==> src/rtl/id_hazard_controller.sv <==
// -----------------------------------------------------------------------------
// id_hazard_controller
//
// ID-stage sequencing controller for a 5-stage MIPS pipeline. It tracks the
// destination registers of the instructions in the EX, MEM and WB slots and
// uses them to:
//   - stall IF/ID and inject an ID/EX bubble on a load-use hazard,
//   - produce registered ALU forwarding selects for the instruction entering EX,
//   - flush the three younger pipeline registers when a branch in MEM is taken.
//
// Ports
//   clk, rst_n        core clock, asynchronous active-low reset
//   id_valid          ID holds a real instruction
//   id_rs, id_rt      source register specifiers of the ID instruction
//   id_uses_rt        ID instruction reads rt as a source
//   id_dest           destination after the RegDst mux
//   id_reg_write      RegWrite of the ID instruction
//   id_mem_read       MemRead of the ID instruction (load)
//   branch_taken      branch in MEM resolved taken this cycle
//   stall             hold PC and IF/ID, zero the ID/EX controls
//   flush_if_id       clear IF/ID at the next edge
//   flush_id_ex       clear ID/EX at the next edge
//   flush_ex_mem      clear EX/MEM at the next edge
//   fwd_a, fwd_b      ALU operand sources for the instruction in EX
//                     (00 regfile, 01 EX/MEM result, 10 MEM/WB data)
//   stall_count       saturating count of load-use stall cycles
// -----------------------------------------------------------------------------
module id_hazard_controller #(
    parameter int REG_ADDR_W = 5,
    parameter int CNT_W      = 16
) (
    input  logic                  clk,
    input  logic                  rst_n,
    input  logic                  id_valid,
    input  logic [REG_ADDR_W-1:0] id_rs,
    input  logic [REG_ADDR_W-1:0] id_rt,
    input  logic                  id_uses_rt,
    input  logic [REG_ADDR_W-1:0] id_dest,
    input  logic                  id_reg_write,
    input  logic                  id_mem_read,
    input  logic                  branch_taken,
    output logic                  stall,
    output logic                  flush_if_id,
    output logic                  flush_id_ex,
    output logic                  flush_ex_mem,
    output logic [1:0]            fwd_a,
    output logic [1:0]            fwd_b,
    output logic [CNT_W-1:0]      stall_count
);

    // One scoreboard entry: valid, destination, RegWrite, MemRead.
    typedef struct packed {
        logic                  v;
        logic [REG_ADDR_W-1:0] dest;
        logic                  rw;
        logic                  mr;
    } slot_t;

    localparam logic [1:0] FWD_RF  = 2'b00;
    localparam logic [1:0] FWD_EX  = 2'b01;
    localparam logic [1:0] FWD_MEM = 2'b10;

    slot_t             ex_q,  ex_d;
    slot_t             mem_q, mem_d;
    slot_t             wb_q,  wb_d;
    logic [1:0]        fwd_a_q, fwd_a_d;
    logic [1:0]        fwd_b_q, fwd_b_d;
    logic [CNT_W-1:0]  cnt_q, cnt_d;

    logic rs_hit_ex, rs_hit_mem, rt_hit_ex, rt_hit_mem;
    logic load_use;
    logic issue;

    // $zero is hard-wired, so a write to it never creates a dependency.
    function automatic logic hit(input logic [REG_ADDR_W-1:0] x, input slot_t s);
        return s.v & s.rw & (s.dest != '0) & (s.dest == x);
    endfunction

    // The newest producer (EX) wins over the older one (MEM).
    function automatic logic [1:0] fwd_sel(input logic h_ex, input logic h_mem);
        if (h_ex)       return FWD_EX;
        else if (h_mem) return FWD_MEM;
        else            return FWD_RF;
    endfunction

    // The WB slot is never consulted for forwarding: the register file writes
    // in the first half-cycle, so ID already reads the WB value directly.
    logic wb_unused;
    assign wb_unused = ^wb_q;

    always_comb begin
        // NOTE: every signal driven here gets a default first so no path
        // leaves it unassigned, which would otherwise infer a latch.
        ex_d    = '0;
        mem_d   = ex_q;
        wb_d    = mem_q;
        fwd_a_d = FWD_RF;
        fwd_b_d = FWD_RF;
        cnt_d   = cnt_q;

        rs_hit_ex  = hit(id_rs, ex_q);
        rs_hit_mem = hit(id_rs, mem_q);
        rt_hit_ex  = hit(id_rt, ex_q);
        rt_hit_mem = hit(id_rt, mem_q);

        // A load in EX has no data until the end of MEM; the consumer waits
        // one cycle and then picks the value up from MEM/WB.
        load_use = id_valid & ex_q.mr & (rs_hit_ex | (id_uses_rt & rt_hit_ex));
        issue    = id_valid & ~load_use & ~branch_taken;

        // The instruction in EX is younger than the taken branch in MEM.
        if (branch_taken) begin
            mem_d.v = 1'b0;
        end

        if (issue) begin
            ex_d.v    = 1'b1;
            ex_d.dest = id_dest;
            ex_d.rw   = id_reg_write;
            ex_d.mr   = id_mem_read;
            fwd_a_d   = fwd_sel(rs_hit_ex, rs_hit_mem);
            // rt is forwarded even when unused; ALUSrc drops it downstream.
            fwd_b_d   = fwd_sel(rt_hit_ex, rt_hit_mem);
        end

        if (load_use && !branch_taken && cnt_q != '1) begin
            cnt_d = cnt_q + CNT_W'(1);
        end
    end

    always_ff @(posedge clk or negedge rst_n) begin
        if (!rst_n) begin
            ex_q    <= '0;
            mem_q   <= '0;
            wb_q    <= '0;
            fwd_a_q <= FWD_RF;
            fwd_b_q <= FWD_RF;
            cnt_q   <= '0;
        end else begin
            // NOTE: non-blocking assignments so every flop samples the
            // pre-edge value of the others (WB <= MEM <= EX shifts correctly).
            ex_q    <= ex_d;
            mem_q   <= mem_d;
            wb_q    <= wb_d;
            fwd_a_q <= fwd_a_d;
            fwd_b_q <= fwd_b_d;
            cnt_q   <= cnt_d;
        end
    end

    // Combinational outputs are held low while reset is asserted.
    assign stall        = rst_n & load_use & ~branch_taken;
    assign flush_if_id  = rst_n & branch_taken;
    assign flush_id_ex  = rst_n & branch_taken;
    assign flush_ex_mem = rst_n & branch_taken;
    assign fwd_a        = fwd_a_q;
    assign fwd_b        = fwd_b_q;
    assign stall_count  = cnt_q;

endmodule
==> config.mk <==
export PLATFORM = sky130hd
export DESIGN_NAME = id_hazard_controller
export DESIGN_NICKNAME = d
export VERILOG_FILES = /design/src/rtl/id_hazard_controller.sv
export SDC_FILE = /design/constraint.sdc
export NUM_CORES = 1
export LEC_CHECK = 0
export BUFFER_PORTS_ARGS = -buffer_cell sky130_fd_sc_hd__buf_2
export CORE_MARGIN = 4
export CORE_UTILIZATION = 35
export CTS_BUF_LIST = sky130_fd_sc_hd__clkbuf_8
export DETAILED_ROUTE_END_ITERATION = 12
export GPL_TIMING_DRIVEN = 0
export PLACE_DENSITY = 0.55
export SLEW_MARGIN = 20
export SYNTH_ARGS = -nofsm -noshare
export SYNTH_HDL_FRONTEND = slang
export SYNTH_SLANG_ARGS = --single-unit
export TNS_END_PERCENT = 100
==> constraint.sdc <==
create_clock -name clk -period 2.71 [get_ports clk]
set_clock_uncertainty 0.1 [all_clocks]
set_input_delay 0.1355 -clock clk [delete_from_list [all_inputs] [get_ports clk]]
set_output_delay 0.1355 -clock clk [all_outputs]
set_load 0.005 [all_outputs]
[Word-level counts from Yosys, hierarchy flattened]
Cells that the tools add are included.
Cells by class
  reductions and logical operators: 5
  $mul: 0
  magnitude comparators: 0
  multiplexer cells: 8
  shift operators: 0
  equality and inequality tests: 5
  div/mod/pow operators: 0
  bitwise logic cells: 19
  add/subtract/negate cells: 1
Operators by type and width (count)
  5-bit equality test: 4
  16-bit by 1-bit adder with 16-bit output (second input constant): 1
  1-bit bitwise AND: 16
  16-bit != test (second input constant): 1
  2-bit two-way mux: 6
  5-bit nonzero test: 2
  8-bit two-way mux: 1
  1-bit logical AND: 2
  1-bit inverter: 2
  1-bit zero test: 1
  1-bit two-way mux: 1
  1-bit OR: 1
Storage, ports and cells
  output and inout bits: 24
  bits in writable memories: 0
  bits in read-only memories: 0
  memories: 0
  latch bits: 0
  logic and storage cells: 48
  bits of input ports: 22
  flip-flop bits (word level): 35

[Logic depth before layout (Yosys ltp)]
Gate-level depths: netlist of the first run.
  depth after elaboration: 10
  mapped depth: 7

[Worst setup path after synthesis of the first run]
No wires, ideal clock.
  path type: reg2reg
  start point: register cnt_q[0], in the netlist stall_count[0]
  end point: register cnt_q[1], in the netlist stall_count[1]
  setup slack: 0.482 ns
  data required time: 2.485 ns
  clock period less this slack: 2.228 ns
  cell stages (with the launch flop): 7
  library setup time: 0.125 ns
  data arrival time: 2.004 ns
  cells stage by stage: dfrtp_1 -> ha_1 -> and3_1 -> and4_1 -> a311o_1 -> a21oi_4 -> mux2_2
Between the ends
  longest elaborated chain between the ends: 2
  elaborated cells between the ends (all ways): 3
  those cells by class: add/sub: 1; eq/ne: 1; reduce/logical: 1
RTL lines
  from (decl): RTL line 68  | logic [CNT_W-1:0] cnt_q, cnt_d;
  from (signal assigned): RTL line 147  | cnt_q <= cnt_d;
  parallel branches: the longest is 2 deep, another holds 16-bit by 1-bit adder with 16-bit output
Several ways; the timed one is not identified.
A chain may end at the register's enable or synchronous reset.

[Worst setup path in the final report of the first run]
Ends and elaborated chain as after synthesis.

==> flow_summary.ini, run 1 <==
[layout]
fill_cells = 433
final_common_cell = buf_2
num_antenna_cells = 0
multi_input_area_um2 = 793
area_growth_pct = 30.7
regArea_um2 = 876
nets = 228
drive_gt1_frac = 0.320
final_cell_mix = buf_2 (45), dfrtp_1 (35), xnor2_1 (21)
stdcell_count = 260
design_area_um2 = 2210

[sta]
setup_viol = 0
rsz0062_at_grt = no
max_freq_mhz = 417
hold_viol_final = 0
fin_setup_tns_ns = 0
fin_crit_sh = 0.885
final_max_slew_viol_count = 0
period_needed_ns = 2.40
slew_headroom = 0.477
worstMarginPinSlew_ns = 0.785

[pwr]
p_seq_frac = 0.456
max-vdd-ir-drop_mv = 0.211
p_sw_uw = 244
powerDensity_nw_per_um2 = 536
p_leak_uw = 0.00108
pwr-share-comb = 0.072
p_sw_frac = 0.206
p_clk_frac = 0.472
internal_power_uw = 941

[floorplanning]
fp.coreArea_um2 = 4690
die-area_um2 = 6010
die_w_um = 77.5
ios = 46
start_util = 0.361
die_h_um = 77.5
num_rows = 25

[logic_synthesis]
synthesis.nets = 167
syn_inst = 144
synth.distinct_cells = 33
synth_area_per_cell_um2 = 11.7
yosysWarningCount = 0
netlist_area_um2 = 1690
ys_seq_area_frac = 0.518
synth-seq-cells = 35

[worst_setup_path]
worst_ep_required_time_ns = 2.79
crit_type = reg -> reg
cp_cell_sequence = ha_1 -> and3_1 -> and4_1 -> a311o_1 -> a21oi_4 -> mux2_2
cp_top_family = compound AO/OA/AOI/OAI gates
critPathLaunchType = flip-flop
reg2reg_depth = 6
end_kind = flip-flop
worst_path_max_delay_cell = dfrtp_1
timing.rr.start = stall_count[0]
critPathMaxFanout = 10
path_buf_inv = 0
reg2reg_slack_ns = 0.31
cpPeakStageDelay_ns = 0.42
timing.rr.end = stall_count[1]
arrival_ns = 2.47

[drt]
drt_iter0_drc = 61
routed_via_density = 4.87
firstDrtPassIters = 2
wirelength_um = 3550
vias = 1267
wl_per_cell_um = 13.7
final_antenna_net_count = 0
drc_errors = 0

[cts]
worstSkewPairLatency_ns = 0.29
cts.path.max_buffers = 2
cts_tree = built
cts_buffers = 5
clock-root-buffer = clkbuf_8
h-tree-depth = 2
clock_sinks = 35
clkTransAtPathRegs_ns = 0.07

[min_path]
min_to = fwd_a[1]
hp-class = in -> reg
min_path_cells = 4
min_from = id_rs[2]

[job]
max-cap-violations = 0

[grt]
grt-ovfl-total = 0
grt_pass1_wl_um = 6150
grt_start_max_net_pins = 38
antenna_found_initial = 0
grt_usage = 0.131
grt_pass1_vias = 1261

[placement]
placed_area_um2 = 1980
placedCellCount = 243
hpwl_um = 2710
io_buffer_count = 45
place.gp.congestion = 0.735

[outcome]
status = finished clean
-- worst max-delay path by stage --
stage                    from             end  slack, ns  cells past startpoint
6_report       stall_count[0]  stall_count[1]       0.31                      6
3_5_place_dp   stall_count[0]  stall_count[1]       0.32                      6
2_1_floorplan  stall_count[0]  stall_count[1]       0.48                      6
5_1_grt        stall_count[0]  stall_count[1]       0.20                      6
4_1_cts        stall_count[0]  stall_count[1]       0.30                      6
3_3_place_gp   stall_count[0]  stall_count[1]       0.35                      6
-- state kept, by name, indices dropped and copies added (netlist names) --
register     cells
stall_count     16
ex_q             8
fwd_a            2
mem_q            7
fwd_b            2
-- routing by layer --
layer  global-route usage  share of wire
met5                    0              0
met4               0.0730          0.025
met3               0.0348          0.045
met2                0.202           0.47
met1                0.165           0.46
-- per-stage QoR --
| step | power (µW) | hold WS (ns) | setup slack [ns] | util |
|---|---|---|---|---|
| 2_1_floorplan | 587 | -0.260 | 0.482 | - |
| 3_3_place_gp | 626 | 0.150 | 0.351 | 0.423 |
| 3_5_place_dp | 627 | 0.168 | 0.318 | 0.423 |
| 4_1_cts | 1210 | 0.0654 | 0.304 | 0.471 |
| 5_1_grt | 1240 | 0.117 | 0.199 | 0.471 |
| 6_report | 1190 | 0.0792 | 0.312 | 0.471 |
-- logic make-up after synthesis --
kind of cell	Yosys count	synth area share
AO/OA/AOI/OAI	10	0.0577
AND/OR/NAND/NOR	58	0.216
multiplexers	1	0.00666
buffers and inverters	4	0.0133
flip-flops	35	0.518
XOR/XNOR	35	0.181
adder cells (fa/ha/maj)	1	0.00740
-- Yosys cell counts --
| cell | n | share of area |
|---|---|---|
| dfrtp_1 | 35 | 0.52 |
| xnor2_1 | 21 | 0.11 |
| xor2_1 | 14 | 0.072 |
| and2_1 | 10 | 0.037 |
| nand2_1 | 8 | 0.018 |
| nand4_1 | 7 | 0.026 |
| nand3_1 | 6 | 0.018 |
| and4_1 | 4 | 0.021 |
| a21oi_1 | 3 | 0.0089 |
| nor2_1 | 3 | 0.0067 |
| nor3_1 | 3 | 0.0089 |
| or4_1 | 3 | 0.013 |
| and2_2 | 2 | 0.0089 |
| buf_4 | 2 | 0.0089 |
| inv_1 | 2 | 0.0044 |
| nand3_2 | 2 | 0.012 |
| nor2b_1 | 2 | 0.0074 |
| nor3_2 | 2 | 0.012 |
| a21boi_1 | 1 | 0.0044 |
| a21o_1 | 1 | 0.0044 |
| a21oi_4 | 1 | 0.0096 |
| a311o_1 | 1 | 0.0059 |
| and3_1 | 1 | 0.0037 |
| and4b_1 | 1 | 0.0059 |
| ha_1 | 1 | 0.0074 |
| mux2_2 | 1 | 0.0067 |
| nand3b_1 | 1 | 0.0044 |
| nor4_1 | 1 | 0.0037 |
| o2111ai_1 | 1 | 0.0052 |
| o311a_2 | 1 | 0.0067 |
| o31ai_4 | 1 | 0.013 |
| or3_2 | 1 | 0.0044 |
| or4b_1 | 1 | 0.0059 |
-- power groups by stage --
stage | clock network (µW) | registers (µW) | logic (µW)
floorplan | 0 | 548 | 38.5
global placement | 0 | 551 | 74.9
detailed placement | 0 | 551 | 76.5
CTS | 581 | 541 | 87.0
global route | 606 | 542 | 96.2
finish | 559 | 541 | 85.3
-- timing repair --
| action | 4_1_cts | 5_1_grt |
|---|---|---|
| hold endpoints to repair | 43 | 0 |
| hold buffers | 9 | 0 |
| setup buffers | 0 | 0 |
| resized for setup | 0 | 0 |
-- tightest hold or removal path: cells and delay by family --
family	cells	cell delay, ns
simple gates	1	0.06
xor+xnor	1	0.07
buf+inv	1	0.11
compound gates	1	0.04
-- area by class of cell --
class | count | share of cell area
Clock inverter | 3 | 0.0306
Buffer | 2 | 0.00679
Clock buffer | 5 | 0.0311
Tap cell | 54 | 0.0306
Multi-Input combinational cell | 105 | 0.359
Sequential cell | 35 | 0.396
Timing Repair Buffer | 54 | 0.143
Inverter | 2 | 0.00340
Note: power is estimated with default switching activity, not from simulation.
==> run 2, diff against run 1 <==
- ABC_CLOCK_PERIOD_IN_PS: not set -> 2710
- BUFFER_PORTS_ARGS: -buffer_cell sky130_fd_sc_hd__buf_2 -> -buffer_cell sky130_fd_sc_hd__clkbuf_2
==> run 2 against run 1 <==
Effect of this change:
- register-to-register slack about the same
- utilization decreased by 1.0 points
- sequential power hardly changed
- count of clock-buffer cells in the layout unchanged
- wire length shrank 2.3%
- critical path type unchanged
- critical endpoint unchanged
- largest cell class unchanged
- highest routed layer unchanged
==> flow_summary.ini, run 2 (same netlist as run 1, synthesis figures left out) <==
[pwr]
max-vdd-ir-drop_mv = 0.292
p_leak_uw = 0.00104
fin_total_pwr_uw = 998
powerDensity_nw_per_um2 = 461

[cts]
cts.path.max_buffers = 2
cts_tree = built
worstSkewPairLatency_ns = 0.29
clkTransAtPathRegs_ns = 0.07
clock-root-buffer = clkbuf_8
clock_sinks = 35
h-tree-depth = 2
cts_buffers = 5
cts-resized-gates = 0

[sta]
final_max_slew_viol_count = 0
slew_headroom = 0.422
setup_viol = 0
worstMarginPinSlew_ns = 0.866
rsz0062_at_grt = no
hold_viol_final = 0
period_needed_ns = 2.39
fin_setup_tns_ns = 0
fin_crit_sh = 0.882
max_freq_mhz = 418

[floorplanning]
fp.coreArea_um2 = 4690
num_rows = 25
ios = 46
start_util = 0.361
die_w_um = 77.5
die-area_um2 = 6010
die_h_um = 77.5

[layout]
num_antenna_cells = 0
area_growth_pct = 27.9
multi_input_area_um2 = 793
final_common_cell = clkbuf_2
fill_cells = 449
nets = 228
final_cell_mix = clkbuf_2 (45), dfrtp_1 (35), xnor2_1 (21)
regArea_um2 = 876
largest_reg_flops = 16
drive_gt1_frac = 0.320

[worst_setup_path]
crit_type = reg -> reg
cp_top_family = compound AO/OA/AOI/OAI gates
cpPeakStageDelay_ns = 0.43
worst_path_max_delay_cell = dfrtp_1
worst_ep_required_time_ns = 2.78
critPathLaunchType = flip-flop
critPathMaxFanout = 10
arrival_ns = 2.46
path_buf_inv = 0
end_kind = flip-flop
cp_cell_sequence = ha_1 -> and3_1 -> and4_1 -> a311o_1 -> a21oi_4 -> mux2_2

[drt]
firstDrtPassIters = 4
final_antenna_net_count = 0
wl_per_cell_um = 13.3
drc_errors = 0
vias = 1252
drt_iter0_drc = 85
routed_via_density = 4.82
wirelength_um = 3470

[placement]
hpwl_um = 2710
place.gp.congestion = 0.726
io_buffer_count = 45

[grt]
antenna_found_initial = 0
grt_pass1_vias = 1252
grt-ovfl-total = 0
grt_usage = 0.126
grt_start_max_net_pins = 38
grt_pass1_wl_um = 5980

[job]
max-cap-violations = 0

[min_path]
hp-class = in -> reg

[outcome]
status = finished clean
-- run 2: changes by cell type in the layout (fill, tap and decap cells not counted), sizes merged --
cell	previous run	this run
clkinvlp	1	2
clkbuf	5	50
clkinv	0	1
buf	47	2
bufinv	2	0
-- run 2: metrics by stage --
step                instance area, µm²  utilization  hold slack, ns  setup slack [ns]  instances
floorplan                         1690            -          -0.260             0.482        144
global placement                  1980        0.423           0.182             0.349        243
detailed placement                1980        0.423           0.201             0.314        243
CTS                               2160        0.461          0.0794             0.301        260
global route                      2160        0.461           0.115             0.225        260
finish                            2160        0.461          0.0828             0.319        260
-- run 2: worst paths after layout --
kind / end / cells after the start / from / slack, ns
min in group asynchronous: fwd_a[0] / 2 / rst_n / 0.39
max in group asynchronous: stall_count[5] / 2 / rst_n / 1.58
setup / recovery: stall_count[1] / 6 / stall_count[0] / 0.32
setup reg to reg: stall_count[1] / 6 / stall_count[0] / 0.32
hold reg to reg: mem_q[1] / 0 / ex_q[1] / 0.31
hold / removal: fwd_a[1] / 4 / id_rs[2] / 0.08
-- run 2: power breakdown --
group          internal, µW  leakage, µW  switching (µW)  total, µW
Sequential              531     0.000481            9.85        541
Combinational          43.3     0.000522            41.7       85.0
Clock                   179    0.0000402             194        372
Total                   753      0.00104             245        998
-- run 2: repair_timing --
| item | CTS | global route |
|---|---|---|
| hold buffers | 9 | 0 |
| endpoints found under the hold margin | 43 | 0 |
| buffers inserted | 0 | 0 |
-- run 2: layer usage --
| layer | vias to the layer above | routed length (µm) | global-route usage |
|---|---|---|---|
| met2 | 32 | 1650 | 0.194 |
| met3 | 9 | 169 | 0.0325 |
| li1 | 622 | - | - |
| met5 | - | 0 | 0 |
| met1 | 589 | 1560 | 0.166 |
| met4 | 0 | 84 | 0.0587 |
-- run 2: area by class of cell --
type | count | share of cell area
Inverter | 2 | 0.00347
Clock buffer | 5 | 0.0318
Multi-Input combinational cell | 105 | 0.367
Timing Repair Buffer | 54 | 0.146
Tap cell | 54 | 0.0312
Clock inverter | 3 | 0.00925
Buffer | 2 | 0.00694
Sequential cell | 35 | 0.405
-- run 2: worst register-to-register path: stages, from the launching register on --
cell and delay (ns):
dfrtp_1 0.43, ha_1 0.23, and3_1 0.23, and4_1 0.26, a311o_1 0.39, a21oi_4 0.27
mux2_2 0.38
